===== config.mk =====
export PLATFORM = sky130hd
export DESIGN_NAME = id_operand_fetch
export DESIGN_NICKNAME = d
export VERILOG_FILES = /design/src/rtl/id_operand_fetch_pkg.sv /design/src/rtl/id_operand_fetch_fwd_select.sv /design/src/rtl/id_operand_fetch.sv
export SDC_FILE = /design/constraint.sdc
export NUM_CORES = 1
export LEC_CHECK = 0
export ABC_AREA = 1
export BUFFER_PORTS_ARGS = -buffer_cell sky130_fd_sc_hd__buf_2
export CORE_ASPECT_RATIO = 1.75
export CORE_MARGIN = 1
export CORE_UTILIZATION = 40
export DETAILED_ROUTE_END_ITERATION = 10
export PLACE_DENSITY = 0.69
export RECOVER_POWER = 25
export SYNTH_ARGS = -nofsm -noshare
export SYNTH_HDL_FRONTEND = slang
export SYNTH_SLANG_ARGS = --single-unit

===== constraint.sdc =====
create_clock -name clk -period 5.13 [get_ports clk]
set_input_delay 0.2565 -clock clk [delete_from_list [all_inputs] [get_ports clk]]
set_output_delay 0.2565 -clock clk [all_outputs]
set_load 0.005 [all_outputs]

===== src/rtl/id_operand_fetch_pkg.sv =====
// Shared constants for the operand-fetch stage and the decoder/EX stages that pack and unpack
// the pass-through control bundle.
package id_operand_fetch_pkg;

  localparam logic [31:0] ZeroWord    = 32'h0000_0000;
  localparam logic [4:0]  RegZeroAddr = 5'd0;

  // Control bundle layout: {aluop, alusel, wd, wreg}, wreg in bit 0.
  localparam int unsigned CtrlWregBit   = 0;
  localparam int unsigned CtrlWdLsb     = 1;
  localparam int unsigned CtrlWdW       = 5;
  localparam int unsigned CtrlAluselLsb = 6;
  localparam int unsigned CtrlAluselW   = 3;
  localparam int unsigned CtrlAluopLsb  = 9;
  localparam int unsigned CtrlAluopW    = 7;

endpackage


===== src/rtl/id_operand_fetch_fwd_select.sv =====
// Resolves one source operand from immediate, r0, forwarding sources and register file,
// and flags a load-use hazard when the winning forwarding source is still pending.
module fwd_select
  import id_operand_fetch_pkg::*;
#(
  parameter int unsigned NFWD   = 2,
  parameter int unsigned DATA_W = 32,
  parameter int unsigned REG_AW = 5
) (
  input  logic                     read,
  input  logic [REG_AW-1:0]        addr,
  input  logic [DATA_W-1:0]        imm,
  input  logic [DATA_W-1:0]        rf_data,
  input  logic [NFWD-1:0]          fwd_wreg,
  input  logic [NFWD*REG_AW-1:0]   fwd_wd,
  input  logic [NFWD*DATA_W-1:0]   fwd_wdata,
  input  logic [NFWD-1:0]          fwd_pending,
  output logic [DATA_W-1:0]        operand,
  output logic                     hazard
);

  always_comb begin
    operand = rf_data;
    hazard  = 1'b0;
    if (!read) begin
      operand = imm;
    end else if (addr == REG_AW'(RegZeroAddr)) begin
      operand = '0;
    end else begin
      // Walk oldest to youngest so the lowest matching index wins.
      for (int i = int'(NFWD) - 1; i >= 0; i--) begin
        if (fwd_wreg[i] && (fwd_wd[i*REG_AW +: REG_AW] == addr)) begin
          operand = fwd_wdata[i*DATA_W +: DATA_W];
          hazard  = fwd_pending[i];
        end
      end
    end
  end

endmodule


===== src/rtl/id_operand_fetch.sv =====
// Operand fetch plus ID/EX pipeline register: resolves both sources, stalls on load-use,
// handshakes with decoder and EX, and counts hazard stall cycles.
module id_operand_fetch
  import id_operand_fetch_pkg::*;
#(
  parameter int unsigned DATA_W = 32,
  parameter int unsigned REG_AW = 5,
  parameter int unsigned CTRL_W = 16,
  parameter int unsigned NFWD   = 2,
  parameter int unsigned CNT_W  = 16
) (
  input  logic                     clk,
  input  logic                     rst,
  input  logic                     in_valid,
  output logic                     in_ready,
  input  logic [CTRL_W-1:0]        in_ctrl,
  input  logic                     in_reg1_read,
  input  logic                     in_reg2_read,
  input  logic [REG_AW-1:0]        in_reg1_addr,
  input  logic [REG_AW-1:0]        in_reg2_addr,
  input  logic [DATA_W-1:0]        in_imm,
  input  logic [DATA_W-1:0]        rf_data1,
  input  logic [DATA_W-1:0]        rf_data2,
  input  logic [NFWD-1:0]          fwd_wreg,
  input  logic [NFWD*REG_AW-1:0]   fwd_wd,
  input  logic [NFWD*DATA_W-1:0]   fwd_wdata,
  input  logic [NFWD-1:0]          fwd_pending,
  input  logic                     flush,
  output logic                     out_valid,
  input  logic                     out_ready,
  output logic [CTRL_W-1:0]        out_ctrl,
  output logic [DATA_W-1:0]        out_reg1,
  output logic [DATA_W-1:0]        out_reg2,
  input  logic                     clr_stats,
  output logic [CNT_W-1:0]         stall_cycles
);

  logic [DATA_W-1:0] opnd1, opnd2;
  logic              hazard1, hazard2, hazard, fire_in;

  logic              valid_q, valid_d;
  logic [CTRL_W-1:0] ctrl_q;
  logic [DATA_W-1:0] reg1_q, reg2_q;
  logic [CNT_W-1:0]  stall_q, stall_d;

  fwd_select #(
    .NFWD   (NFWD),
    .DATA_W (DATA_W),
    .REG_AW (REG_AW)
  ) u_fwd_sel1 (
    .read        (in_reg1_read),
    .addr        (in_reg1_addr),
    .imm         (in_imm),
    .rf_data     (rf_data1),
    .fwd_wreg    (fwd_wreg),
    .fwd_wd      (fwd_wd),
    .fwd_wdata   (fwd_wdata),
    .fwd_pending (fwd_pending),
    .operand     (opnd1),
    .hazard      (hazard1)
  );

  fwd_select #(
    .NFWD   (NFWD),
    .DATA_W (DATA_W),
    .REG_AW (REG_AW)
  ) u_fwd_sel2 (
    .read        (in_reg2_read),
    .addr        (in_reg2_addr),
    .imm         (in_imm),
    .rf_data     (rf_data2),
    .fwd_wreg    (fwd_wreg),
    .fwd_wd      (fwd_wd),
    .fwd_wdata   (fwd_wdata),
    .fwd_pending (fwd_pending),
    .operand     (opnd2),
    .hazard      (hazard2)
  );

  assign hazard   = hazard1 | hazard2;
  assign in_ready = !hazard && !flush && (!valid_q || out_ready);
  assign fire_in  = in_valid && in_ready;

  always_comb begin
    valid_d = valid_q;
    if (flush) begin
      valid_d = 1'b0;
    end else if (fire_in) begin
      valid_d = 1'b1;
    end else if (valid_q && out_ready) begin
      valid_d = 1'b0;
    end
  end

  always_comb begin
    stall_d = stall_q;
    if (clr_stats) begin
      stall_d = '0;
    end else if (in_valid && hazard && !flush && (stall_q != {CNT_W{1'b1}})) begin
      stall_d = stall_q + 1'b1;
    end
  end

  always_ff @(posedge clk or negedge rst) begin
    if (!rst) begin
      valid_q <= 1'b0;
      ctrl_q  <= '0;
      reg1_q  <= '0;
      reg2_q  <= '0;
      stall_q <= '0;
    end else begin
      valid_q <= valid_d;
      stall_q <= stall_d;
      if (fire_in) begin
        ctrl_q <= in_ctrl;
        reg1_q <= opnd1;
        reg2_q <= opnd2;
      end
    end
  end

  assign out_valid    = valid_q;
  assign out_ctrl     = ctrl_q;
  assign out_reg1     = reg1_q;
  assign out_reg2     = reg2_q;
  assign stall_cycles = stall_q;

endmodule


After elaboration in Yosys (flattened, before gate mapping)
Cells that the tools add are included.
{ "classes": {"n_addsub": 1, "reduce_logical": 19, "n_eq_ne": 5, "bitwise": 1, "mul": 0, "n_shift": 0, "mux": 21, "magnitude_cmp": 0, "div_mod_pow": 0} }
{ "op_table": {"columns": ["op", "n"], "rows": [
  ["2-to-1 mux 32 bit", 8],
  ["2-to-1 mux 16 bit", 2],
  ["equality test 5 bit", 4],
  ["adder 16 x 1 -> 16 bit, second input constant", 1],
  ["inequality test 16 bit, second input constant", 1],
  ["logical AND 1 bit", 11],
  ["2-to-1 mux 1 bit", 11],
  ["logical NOT 5 bit", 2],
  ["logical NOT 1 bit", 3],
  ["nonzero test 3 bit", 1],
  ["nonzero test 2 bit", 1],
  ["logical OR 1 bit", 1],
  ["OR 1 bit", 1]
]} }
{ "totals": {"romBits": 0, "mem_count": 0, "word_cells": 52, "output_inout_bits": 98, "latch_bits": 0, "inputBits": 208, "reg_bits": 97, "ramBits": 0} }

Logic depth before layout (Yosys ltp)
{ "depth": {"ltp_word": 13, "depth_mapped": 13, "ltp_nobuf": 12} }

By module
From an unflattened synthesis, not the netlist that was laid out.
{ "hier_totals": {"cells_unflattened": 1185, "area_unflattened_um2": 7201.9} }
{ "modules_own_cells": {"columns": ["module", "cells_each", "area_per_inst_um2", "n_inst", "seq_area_each_um2"], "rows": [
  ["id_operand_fetch", 507, 4201.5, 1, 2427.3],
  ["fwd_select", 339, 1500.2, 2, 0.0]
]} }

Worst setup path before layout
No wires, ideal clock.
{ "synth_path": {"path_type": "flip-flop to flip-flop", "startpoint": "register stall_q[0], in the netlist stall_cycles[0]", "endpoint": "register stall_q[10], in the netlist stall_cycles[10]", "path_stages_with_launch": 12, "path_slack_ns": 3.318, "period_less_slack_ns": 1.812, "path_buffers": 2, "arrival_ns": 1.694, "required_ns": 5.012, "setup_time_ns": 0.118, "path_cell_list": "dfrtp_1 -> ha_1 -> nand2_1 -> inv_1 -> nand2_1 -> nor2_1 -> nand3_1 -> o21a_1 -> buf_2 -> clkbuf_1 -> nand4_1 -> nand2_1"} }
{ "synth_between": {"elab_chain_cells": 3, "word_cells_on_any_way": 6, "cone_classes": "1 x add/sub; 1 x eq/ne; 2 x mux; 2 x reduce/logical"} }
{ "synth_lines": {"columns": ["element", "line_no", "rtl"], "rows": [
  ["from (decl)", "id_operand_fetch.sv:44", "logic [CNT_W-1:0] stall_q, stall_d;"],
  ["from (signal assigned)", "id_operand_fetch.sv:113", "stall_q <= stall_d;"],
  ["adder 16 x 1 -> 16 bit or inequality test 16 bit (tied branches)", "id_operand_fetch.sv:100, id_operand_fetch.sv:99", null],
  ["2-to-1 mux 16 bit or logical AND 1 bit (tied branches)", "id_operand_fetch.sv:99", "end else if (in_valid && hazard && !flush && (stall_q != {CNT_W{1'b1}})) begin"],
  ["2-to-1 mux 16 bit or nonzero test 2 bit (tied branches)", null, null]
]} }
Parallel ways exist; a longest one is shown, timed or not. The select of a mux whose other input is x is not followed.
A chain may end at the register's enable or synchronous reset.

Final worst setup path
{ "layout_path": {"startpoint": "input in_reg1_addr[0]", "endpoint": "register reg1_q[6], in the netlist out_reg1[6]"} }
{ "layout_between": {"elab_chain_cells": 11, "word_cells_on_any_way": 18, "cone_classes": "2 x eq/ne; 8 x mux; 1 x bitwise; 7 x reduce/logical"} }
{ "layout_lines": {"columns": ["element", "line_no", "rtl"], "rows": [
  ["from (decl)", "id_operand_fetch.sv:19", "input logic [REG_AW-1:0] in_reg1_addr,"],
  ["equality test 5 bit", "id_operand_fetch_fwd_select.sv:32", "if (fwd_wreg[i] && (fwd_wd[i*REG_AW +: REG_AW] == addr)) begin"],
  ["logical AND 1 bit", "id_operand_fetch_fwd_select.sv:32", null],
  ["2-to-1 mux 1 bit (2 in series)", "id_operand_fetch_fwd_select.sv:32", null],
  ["2-to-1 mux 1 bit", "id_operand_fetch_fwd_select.sv:27", "end else if (addr == REG_AW'(RegZeroAddr)) begin"],
  ["2-to-1 mux 1 bit", "id_operand_fetch_fwd_select.sv:25", "if (!read) begin"],
  ["OR 1 bit", "id_operand_fetch.sv:80", "assign hazard = hazard1 | hazard2;"],
  ["logical NOT 1 bit", "id_operand_fetch.sv:81", "assign in_ready = !hazard && !flush && (!valid_q || out_ready);"],
  ["logical AND 1 bit (2 in series)", "id_operand_fetch.sv:81", null],
  ["logical AND 1 bit", "id_operand_fetch.sv:82", "assign fire_in = in_valid && in_ready;"],
  ["to (signal assigned)", "id_operand_fetch.sv:116", "reg1_q <= opnd1;"],
  ["to (decl)", "id_operand_fetch.sv:43", "logic [DATA_W-1:0] reg1_q, reg2_q;"]
]} }
Parallel ways exist; a longest one is shown, timed or not.

==> impl_metrics.env <==
export IMPL_min_path_cells=3
export IMPL_drtIter0Drc=510
export IMPL_top_level_ports=306
export IMPL_worstPathRequired_ns=5.37
export IMPL_routed_wl_um=26700
export IMPL_die_w_um=101
export IMPL_p_sw_share_pct=33.0
export IMPL_globalRouteTotalUtil_pct=30.2
export IMPL_drc=0
export IMPL_setup_viol=0
export IMPL_ys_top_cells_by_area="dfrtp_1 35%, nand2_1 27%, nand3_1 17%, nor2_1 8.6%, clkbuf_1 2.2%"
export IMPL_cp_end_kind="register"
export IMPL_drive_gt1_share_pct=22.6
export IMPL_ys_flop_type="dfrtp_1"
export IMPL_crit_reg2reg_launch="stall_cycles[0]$_DFFE_PN0P_"
export IMPL_rsz0062_at_grt="no"
export IMPL_grt_pass1_vias=7890
export IMPL_grt_max_degree=81
export IMPL_place_detailed_hpwl_um=19300
export IMPL_cts_buffer_depth=2
export IMPL_final_area_um2=8870
export IMPL_seqPwrFrac_pct=41.2
export IMPL_reg2regPathDepth=10
export IMPL_hold_path_class="in -> reg"
export IMPL_num_fill_cells=1884
export IMPL_firstDrtPassIters=5
export IMPL_rows=63
export IMPL_cp_num_cells=13
export IMPL_drtAntennaViolNets=0
export IMPL_place_port_buffers=305
export IMPL_via_count=8497
export IMPL_startpoint_type="primary input"
export IMPL_ir_drop_v=0.000149
export IMPL_start_util_pct=40.9
export IMPL_antenna_found_initial=9
export IMPL_clock_root_buffer="clkbuf_16"
export IMPL_period_share_pct=55.6
export IMPL_cp_cell_sequence="buf_2 -> inv_1 -> nand2_1 -> nand2_1 -> nor2_1 -> nand3_2 -> buf_4 -> nand2_1 -> nand2_1 -> nand4_4 -> buf_4 -> nand2_1 -> nand2_1"
export IMPL_avgViaCountPerCell=5.17
export IMPL_hold_violations=0
export IMPL_synth_cells=1152
export IMPL_cts_buffers=9
export IMPL_die_y_um=176
export IMPL_ys_warn_count=0
export IMPL_p_leak_nw=5.30
export IMPL_relSlewSlack_pct=3.73
export IMPL_htreeDepth=3
export IMPL_core_area_um2=16900
export IMPL_arrival_ns=3.10
export IMPL_tightest_slew_ns=1.44
export IMPL_r2r_setup_slack_ns=2.77
export IMPL_syn_mean_instance_area_um2=5.99
export IMPL_p_clk_share_pct=31.9
export IMPL_synth_nets=1361
export IMPL_hp_start="in_ctrl[6]"
export IMPL_placed_area_um2=8570
export IMPL_clock_skew_ns=0.00777
export IMPL_areaGrowthSynthToFinish_pct=28.6
export IMPL_insertion_delay_ns=0.34
export IMPL_final_min_clock_period_ns=2.85
export IMPL_tritoncts="yes"
export IMPL_slowest_stage="buf_4"
export IMPL_fin_nets=1616
export IMPL_synth_top_area_share_pct=35.2
export IMPL_avgRoutedWirePerCell_um=16.3
export IMPL_clock_sinks=97
export IMPL_slew_viol_final=0
export IMPL_globalRouteOverflowTotal=0
export IMPL_yosys_area_top_type="dfrtp_1"
export IMPL_power_density_nw_per_um2=261
export IMPL_critPathMostFrequentCell="nand2_1"
export IMPL_synth_distinct_cells=26
export IMPL_path_clk_slew_ns=0.08
export IMPL_outcome="finished, final reports clean"
export IMPL_crit_start="in_reg1_addr[0]"
export IMPL_crit_buf_inv=4
export IMPL_ys_seq_area_share_pct=35.2
export IMPL_tns_ns=0
export IMPL_critPathTopFamily="simple AND/OR/NAND/NOR gates"
export IMPL_synthArstFlopShare_pct=100
export IMPL_synth_cell_area_um2=6900
export IMPL_switching_power_uw=765
export IMPL_critical_path_max_fanout=45
export IMPL_max_freq_ghz=0.350
export IMPL_synth_edf_count=0
export IMPL_grt_pass1_wl_um=41300
export IMPL_combPwrFrac_pct=26.8
export IMPL_die_area_um2=17800
export IMPL_internal_power_mw=1.55
export IMPL_cpPeakStageDelay_ns=0.52
export IMPL_cts_resized_gates=0
export IMPL_ys_ff_latch=97
export IMPL_max_cap_violations=0
export IMPL_gp_congestion=0.912
export IMPL_crit_type="in -> reg"
==> cells by family (layout without fill, tap and decap cells) <==
| kind of cell | count (synthesis) | after routing | synth area share (%) |
|---|---|---|---|
| buffers and inverters | 119 | 378 | 6.89 |
| AO/OA/AOI/OAI | 7 | 7 | 0.562 |
| XOR/XNOR | 15 | 15 | 1.90 |
| flip-flops | 97 | 97 | 35.2 |
| adder cells (fa/ha/maj) | 1 | 1 | 0.181 |
| other | 0 | 5 | 0 |
| AND/OR/NAND/NOR | 913 | 913 | 55.3 |
==> worst min-delay path, delay by kind of cell <==
kind	cells	cell delay (ns)
buf+inv	1	0.08
simple gates	2	0.11
==> path summary, 6_finish.rpt <==
kind	to
max	out_reg1[6]$_DFFE_PN0P_
min	out_ctrl[6]$_DFFE_PN0P_
max reg2reg	stall_cycles[12]$_DFFE_PN0P_
min reg2reg	out_reg1[9]$_DFFE_PN0P_
max in group asynchronous	out_reg1[7]$_DFFE_PN0P_
min in group asynchronous	out_ctrl[6]$_DFFE_PN0P_
==> power groups by stage <==
stage | Clock, mW | Combinational (mW) | Sequential, mW
finish | 0.740 | 0.622 | 0.955
global route | 0.781 | 0.693 | 0.967
CTS | 0.750 | 0.636 | 0.952
detailed placement | 0 | 0.635 | 0.964
global placement | 0 | 0.625 | 0.966
floorplan | 0 | 0.292 | 0.962
==> per-stage QoR <==
step / cells / power [mW] / hold WS, ns / utilization (%) / worst slack [ns]
floorplan: 1152 / 1.25 / -0.0391 / - / 3.32
global placement: 1622 / 1.59 / 0.178 / 50.8 / 1.93
detailed placement: 1622 / 1.60 / 0.186 / 50.8 / 1.89
CTS: 1638 / 2.34 / 0.121 / 52.8 / 2.25
global route: 1641 / 2.44 / 0.127 / 52.6 / 1.98
finish: 1643 / 2.32 / 0.129 / 52.6 / 2.28
==> routing by layer <==
| metal | vias up | share of wire, % | track usage [%] |
|---|---|---|---|
| li1 | 4163 | - | - |
| met1 | 3871 | 38 | 35.6 |
| met2 | 360 | 51 | 51.5 |
| met3 | 95 | 6.7 | 5.53 |
| met4 | 8 | 4.9 | 15.2 |
| met5 | - | 0.16 | 0 |
==> area by class of cell <==
class / count / area [um^2] / share of cell area (%)
clock buffer: 9 / 225 / 2.54
timing repair buffer: 319 / 1600 / 18.0
multi-input combinational: 936 / 4070 / 45.9
clock inverter: 6 / 90.1 / 1.02
sequential: 97 / 2430 / 27.4
antenna: 5 / 12.5 / 0.141
inverter: 44 / 165 / 1.86
tap: 227 / 284 / 3.20
==> registers in the layout, indices dropped and copies added, names as in the netlist <==
| signal | count |
|---|---|
| out_ctrl | 16 |
| out_reg1 | 32 |
| out_reg2 | 32 |
| out_valid | 1 |
| stall_cycles | 16 |
==> cell usage in the layout (no fill, tap or decap), types with 3 or more instances in the layout <==
cell	instances
buf_2	274
buf_4	13
clkbuf_1	30
clkbuf_16	9
dfrtp_1	97
diode_2	5
inv_1	40
inv_2	4
nand2_1	488
nand3_1	234
nand4_1	20
nor2_1	155
nor2_4	5
nor3_1	5
xnor2_1	3
xor2_1	12
==> cell usage after synthesis, types with 2 or more instances <==
library cell	count
nand2_1	488
nand3_1	236
nor2_1	158
dfrtp_1	97
clkbuf_1	41
inv_1	40
buf_2	20
nand4_1	20
buf_1	13
xor2_1	12
nor3_1	5
inv_2	4
xnor2_1	3
a21oi_1	2
o21ai_1	2
==> what timing repair did <==
item	in CTS	in global routing
hold endpoints to repair	24	0
hold buffers	1	0
setup buffers	0	0
(Power assumes the default switching activity.)
